==> src/rtl/riscv_regfile_wbdly.sv <==
// riscv_regfile_wbdly: 32x32 register file whose write address is delayed WB_DELAY cycles; define REGFILE_BYPASS_EN for write-to-read forwarding
module riscv_regfile_wbdly #(
    parameter int XLEN     = 32,
    parameter int NREGS    = 32,
    parameter int WB_DELAY = 3,
    localparam int AW      = $clog2(NREGS)
) (
    input  logic            clk_i,
    input  logic            rst_i,
    input  logic [AW-1:0]   AddrA_i,
    input  logic [AW-1:0]   AddrB_i,
    input  logic [AW-1:0]   AddrD_i,
    input  logic [XLEN-1:0] DataD_i,
    input  logic            RegWEn_i,
    output logic [XLEN-1:0] DataA_o,
    output logic [XLEN-1:0] DataB_o
);
    logic [AW-1:0]   dly_q [WB_DELAY];
    logic [AW-1:0]   dly_d [WB_DELAY];
    logic [XLEN-1:0] regs_q [NREGS];
    logic [XLEN-1:0] regs_d [NREGS];
    logic [AW-1:0]   waddr;
    logic            wr_en;

    assign waddr = dly_q[WB_DELAY-1];
    assign wr_en = RegWEn_i && (waddr != '0);

    // shift the destination address along so it meets its write-back data
    always_comb begin
        dly_d    = dly_q;
        dly_d[0] = AddrD_i;
        for (int i = 1; i < WB_DELAY; i++) dly_d[i] = dly_q[i-1];
    end

    // commit write-back data; x0 is forced back to zero so it can never hold a value
    always_comb begin
        regs_d = regs_q;
        if (wr_en) regs_d[waddr] = DataD_i;
        regs_d[0] = '0;
    end

    // state registers; reset empties the delay line so in-flight addresses are dropped
    always_ff @(posedge clk_i or posedge rst_i) begin
        if (rst_i) begin
            dly_q  <= '{default: '0};
            regs_q <= '{default: '0};
        end else begin
            dly_q  <= dly_d;
            regs_q <= regs_d;
        end
    end

    // combinational read ports, optionally forwarding the write in progress
    always_comb begin
`ifdef REGFILE_BYPASS_EN
        DataA_o = (AddrA_i == '0) ? '0 : (wr_en && AddrA_i == waddr) ? DataD_i : regs_q[AddrA_i];
        DataB_o = (AddrB_i == '0) ? '0 : (wr_en && AddrB_i == waddr) ? DataD_i : regs_q[AddrB_i];
`else
        DataA_o = (AddrA_i == '0) ? '0 : regs_q[AddrA_i];
        DataB_o = (AddrB_i == '0) ? '0 : regs_q[AddrB_i];
`endif
    end
endmodule

==> config.mk <==
export PLATFORM = sky130hd
export DESIGN_NAME = riscv_regfile_wbdly
export DESIGN_NICKNAME = d
export VERILOG_FILES = /design/src/rtl/riscv_regfile_wbdly.sv
export SDC_FILE = /design/constraint.sdc
export NUM_CORES = 2
export LEC_CHECK = 0
export CORE_MARGIN = 2
export CORE_UTILIZATION = 35
export DETAILED_ROUTE_END_ITERATION = 7
export PLACE_DENSITY = 0.5
export SETUP_SLACK_MARGIN = 0.1
export SLEW_MARGIN = 20
export SYNTH_ARGS = -nofsm -noshare
export SYNTH_HDL_FRONTEND = slang
export SYNTH_SLANG_ARGS = --single-unit
==> constraint.sdc <==
create_clock -name clk_i -period 30.5 [get_ports clk_i]
set_input_delay 4.575 -clock clk_i [delete_from_list [all_inputs] [get_ports clk_i]]
set_output_delay 4.575 -clock clk_i [all_outputs]
set_load 0.02 [all_outputs]
-- After elaboration in Yosys (flattened, before gate mapping)
Cells that the tools add are included.
- bits of input ports: 50
- logic and storage cells: 57
- output and inout bits: 64
- flip-flop bits (word level): 1007
- muxes and demuxes: 11
- magnitude comparators: 4
- reduce and logical (&&, ||, !) cells: 5
- bitwise logic cells: 3
- operators by type and width (kind ; count):
    1024-bit bitwise mux ; 1
    32-bit binary-select mux with 5-bit select ; 2
    32-bit two-way mux ; 7
    32-bit demux with 5-bit select ; 1
    6-bit >= comparator, second input constant ; 3
    5-bit NOT with 6-bit output ; 3
    5-bit zero test ; 2
    6-bit by 1-bit < comparator with 1-bit output, second input constant ; 1
    5-bit nonzero test ; 1
    1-bit logical AND ; 2

-- Longest topological paths before layout
- depth in word-level cells: 6
- depth in mapped cells: 9
- gate-level depth less buffers: 4

-- Worst setup path before layout
OpenSTA, ideal clock, no wires.
- kind: in2out
- from: input port AddrB_i[2]
- to: output port DataB_o[11]
- slack: 19.815 ns
- data required time: 25.925 ns
- buffers on the path: 4
- stages on the path: 7
- arrival time: 6.110 ns
- cell sequence: buf_2 -> buf_2 -> buf_2 -> nand3_1 -> clkbuf_1 -> o22ai_1 -> nor3_1
- cells in the longest elaborated chain, start to end: 5
- elaborated cells between the ends (all ways): 6
- classes of those cells: 4 x mux; 1 x bitwise; 1 x reduce/logical
- ends and longest elaborated chain (what ; line ; RTL):
    from (decl) ; 11 ; input logic [AW-1:0] AddrB_i,
    5-bit NOT with 6-bit output (not written as such) ; 60 ; DataB_o = (AddrB_i == '0) ? '0 : regs_q[AddrB_i];
    32-bit binary-select mux with 5-bit select ; 60 ;
    32-bit two-way mux (not written as such) (2 in series) ; 60 ;
    32-bit two-way mux (*) ; 60 ;
    to (decl) ; 16 ; output logic [XLEN-1:0] DataB_o
Mark *: on every way between the ends. The rest lies on a longest branch, timed or not. The select of a mux whose other input is x is not followed.

-- Worst setup path after layout
- from: input port AddrB_i[1]
- to: output port DataB_o[30]
Same word-level chain as after synthesis.

==> metrics.txt <==
result of the run finished clean; VDD IR max approximately 0.044 mV; largest family of logic cells by synthesized area multiplexers; xor/xnor cell area share of the yosys netlist 0%; fillcell total between 10000 and 15000; worst hold slack approximately 0.35 ns; Area Growth Syn to Fin 12.3%; count of buffers from port buffering roughly 110; Routed Wire Length around 180 mm; detailed router's first-iteration violation count 2986; Final ANT Viol Nets 0; share of final-layout standard cells stronger than drive strength 1 approximately half; area fraction in compound gates after synthesis under 10%; Least-Margin Pin Slew between 1 and 1.5 ns; Routability Congestion approximately 0.77; endpoints failing hold 0; detailed-route DRC error count 0; Post CTS Setup Buffer Count 0; Post-Syn Area between 50000 and 60000 um^2; detailed route wirelength on metal3 about 10 mm; initial core utilization roughly a third; top cell types by occurrence after synthesis 1066 x sky130_fd_sc_hd__mux2_2, 1007 x sky130_fd_sc_hd__dfrtp_1, 371 x sky130_fd_sc_hd__mux4_2, 175 x sky130_fd_sc_hd__clkbuf_1, 133 x sky130_fd_sc_hd__mux2i_1; number of nets in the layout around 3500; core area 150000 um^2; post-route standard cell area excluding fillers 59400 um^2; total congestion overflow after global routing 0; fraction of the mapped netlist area in simple logic gates around 2.1%; endpoint kind of the worst setup timing path output port; power dissipated by switching net loads about 1100 uW; standby leakage power 0.0251 uW; vias in the first global route between 30000 and 40000; site row count between 100 and 150; final cycle utilization of the critical path between 40% and 50%; overall power consumption roughly 4000 uW; warning count from the yosys run 0; number of clock buffers inserted by TritonCTS 114; critical path start-end classification primary input to output port; startpoint types primary input; Clock Tree Buf Depth 3; share of power burned in registers 44.4%; multiplexer share of the synthesized area between 40 and 50%; cell count after synthesis approximately 3600; number of flops mapped to enable cells by yosys 0; clock sink count roughly 1000; post-synthesis share of cell area spent on full adders, half adders and majority gates 0%; multi-input combinational cell area 26100 um^2; global-route wire length before repair about 270 mm; number of gates resized after cts 0; TNS Setup 0 ns; clock-pin slew of the registers on the worst-case setup and hold paths approximately 0.06 ns; worst max-slew margin expressed relative to the limit a little over a fifth; post-detail-place hpwl roughly 100 mm; GRT Util Overall 23.9%; Post-Synthesis Net Count ~3600; vias post-DR between 30000 and 40000; unrepaired setup endpoints after global routing false; mean instance size in the synthesized netlist 14.9 um^2; maximum level of the CTS H-tree 3; maximum fanout along the worst path between 100 and 150; clk_lat worst skew ~0.74 ns; root buf cell sky130_fd_sc_hd__clkbuf_16; vias per cell ~6; maximum number of pins on one net before global-route repair between 150 and 200; cell type with the highest aggregate area in the netlist sky130_fd_sc_hd__dfrtp_1; overall die width a little under 400 um; sequential area share after synthesis between 40% and 50%; predominant post-synthesis flop cell sky130_fd_sc_hd__dfrtp_1; dominant cell by count in the synthesized netlist sky130_fd_sc_hd__mux2_2; met2 WL post-DR around 84 mm; proportion of synthesized flip-flops having asynchronous set or reset 100%; Clk network pwr share about 36%; worst hold path stage count 0; number of distinct library cells after synthesis 48; clock period minus final worst setup slack about 15 ns; post-cts hold buffer count 0; number of cells traversed by the worst register-to-register path 4; vertical die dimension approximately 390 um; total die area between 150000 and 200000 um^2; dominant cells by area after synthesis sky130_fd_sc_hd__dfrtp_1 48%, sky130_fd_sc_hd__mux2_2 23%, sky130_fd_sc_hd__mux4_2 16%, sky130_fd_sc_hd__mux2i_1 2.5%, sky130_fd_sc_hd__a22oi_1 1.7%; fraction of power consumed by combinational cells approximately 20%; routed length per instance 32.8 um; Worst EP required between 20 and 30 ns; Max Clock Skew approximately 0.023 ns; Achievable Freq between 60 and 70 MHz; total power divided by cell area around 67 nW/um^2; register area ~25000 um^2; cell internal pwr between 2000 and 3000 uW; final core occ 39.6%; Top Metal Used met5; clock tree from TritonCTS yes; min-delay worst type flop to flop; number of primary I/O pins 114; max_cap viols 0; flip-flop and latch count after synthesis a little over 1000; placement-stage cell area approximately 56000 um^2; Sw Share between 20% and 30%; number of antenna violations at the first check in global routing 10; share of Yosys cell area claimed by the top area cell type a little under half; antenna fix cells 0; Final Slew Violations 0; wl on met1 roughly 85 mm; first-pass iteration count of the detailed router 5; Crit path arrival time 10.11 ns; final setup violation count 0
layout make-up:
cell class              count  share of cell area [%]
well taps                2016                    4.24
clock buffers             165                    5.65
inverters                   2                  0.0189
repair buffers            200                    3.04
clock inverters            44                   0.798
multi-input cells        2163                    43.8
flip-flops and latches   1007                    42.4
placed cells by master, fill, tap and decap left out, types with 24 or more instances in the layout:
cell type | Yosys | layout
sky130_fd_sc_hd__buf_4 | 53 | 82
sky130_fd_sc_hd__a31oi_1 | 35 | 35
sky130_fd_sc_hd__mux2_2 | 1066 | 1066
sky130_fd_sc_hd__mux2i_1 | 133 | 133
sky130_fd_sc_hd__a221o_1 | 37 | 37
sky130_fd_sc_hd__clkbuf_16 | 0 | 115
sky130_fd_sc_hd__a22o_1 | 38 | 38
sky130_fd_sc_hd__nor3_1 | 49 | 47
sky130_fd_sc_hd__o22ai_1 | 64 | 64
sky130_fd_sc_hd__dfrtp_1 | 1007 | 1007
sky130_fd_sc_hd__a22oi_1 | 117 | 117
sky130_fd_sc_hd__a221oi_1 | 29 | 29
sky130_fd_sc_hd__nor2_1 | 49 | 34
sky130_fd_sc_hd__mux4_2 | 371 | 371
sky130_fd_sc_hd__clkbuf_8 | 0 | 29
sky130_fd_sc_hd__clkinv_2 | 0 | 24
sky130_fd_sc_hd__clkdlybuf4s50_1 | 0 | 93
sky130_fd_sc_hd__o211ai_1 | 24 | 24
path summary, 6_finish.rpt:
path                             from     endpoint  slack [ns]
max in group asynchronous       rst_i  regs_q[120]       22.35
min                          dly_d[0]     waddr[0]        0.35
min in group asynchronous       rst_i  regs_q[480]        4.31
max                        AddrB_i[1]  DataB_o[30]       15.82
min reg2reg                  dly_d[0]     waddr[0]        0.35
max reg2reg                  waddr[1]  regs_q[346]       27.47
per-stage QoR:
stage                     std cells  setup WS (ns)
final                          5597          15.82
after detailed placement       5388          15.86
after CTS                      5597          15.85
after floorplan                3554          12.05
after global routing           5597          15.79
after global placement         5388          15.88
cell families (layout without fill, tap and decap cells):
| logic type | Yosys count | after routing |
|---|---|---|
| mux | 1579 | 1579 |
| flops | 1007 | 1007 |
| compound gates | 377 | 377 |
| simple gates | 207 | 207 |
| buf+inv | 384 | 411 |
critical path, stage by stage:
cell and delay, ns:
sky130_fd_sc_hd__buf_8 0.54, sky130_fd_sc_hd__buf_4 0.87, sky130_fd_sc_hd__buf_12 0.69, sky130_fd_sc_hd__nor2b_4 0.66
sky130_fd_sc_hd__buf_4 0.52, sky130_fd_sc_hd__a221o_1 0.23, sky130_fd_sc_hd__a31oi_1 0.08, sky130_fd_sc_hd__nor3_1 0.87
sky130_fd_sc_hd__clkdlybuf4s50_1 0.78
sequential cells by signal, indices dropped and copies added, names as in the netlist:
name,count
waddr,5
dly_d,10
regs_q,992
power groups by stage:
stage,combinational (uW),sequential (uW),clock (uW)
6_report,798,1780,1420
5_1_grt,852,1810,1510
4_1_cts,805,1770,1450
3_5_place_dp,802,1790,0
3_3_place_gp,792,1780,0
2_1_floorplan,611,1730,0
layer usage:
| metal | vias up | GRT usage (%) |
|---|---|---|
| li1 | 13700 | - |
| met1 | 18800 | 35.0 |
| met2 | 958 | 37.0 |
| met3 | 220 | 3.93 |
| met4 | 8 | 5.82 |
| met5 | - | 0 |
Note: power is estimated with default switching activity, not from simulation.
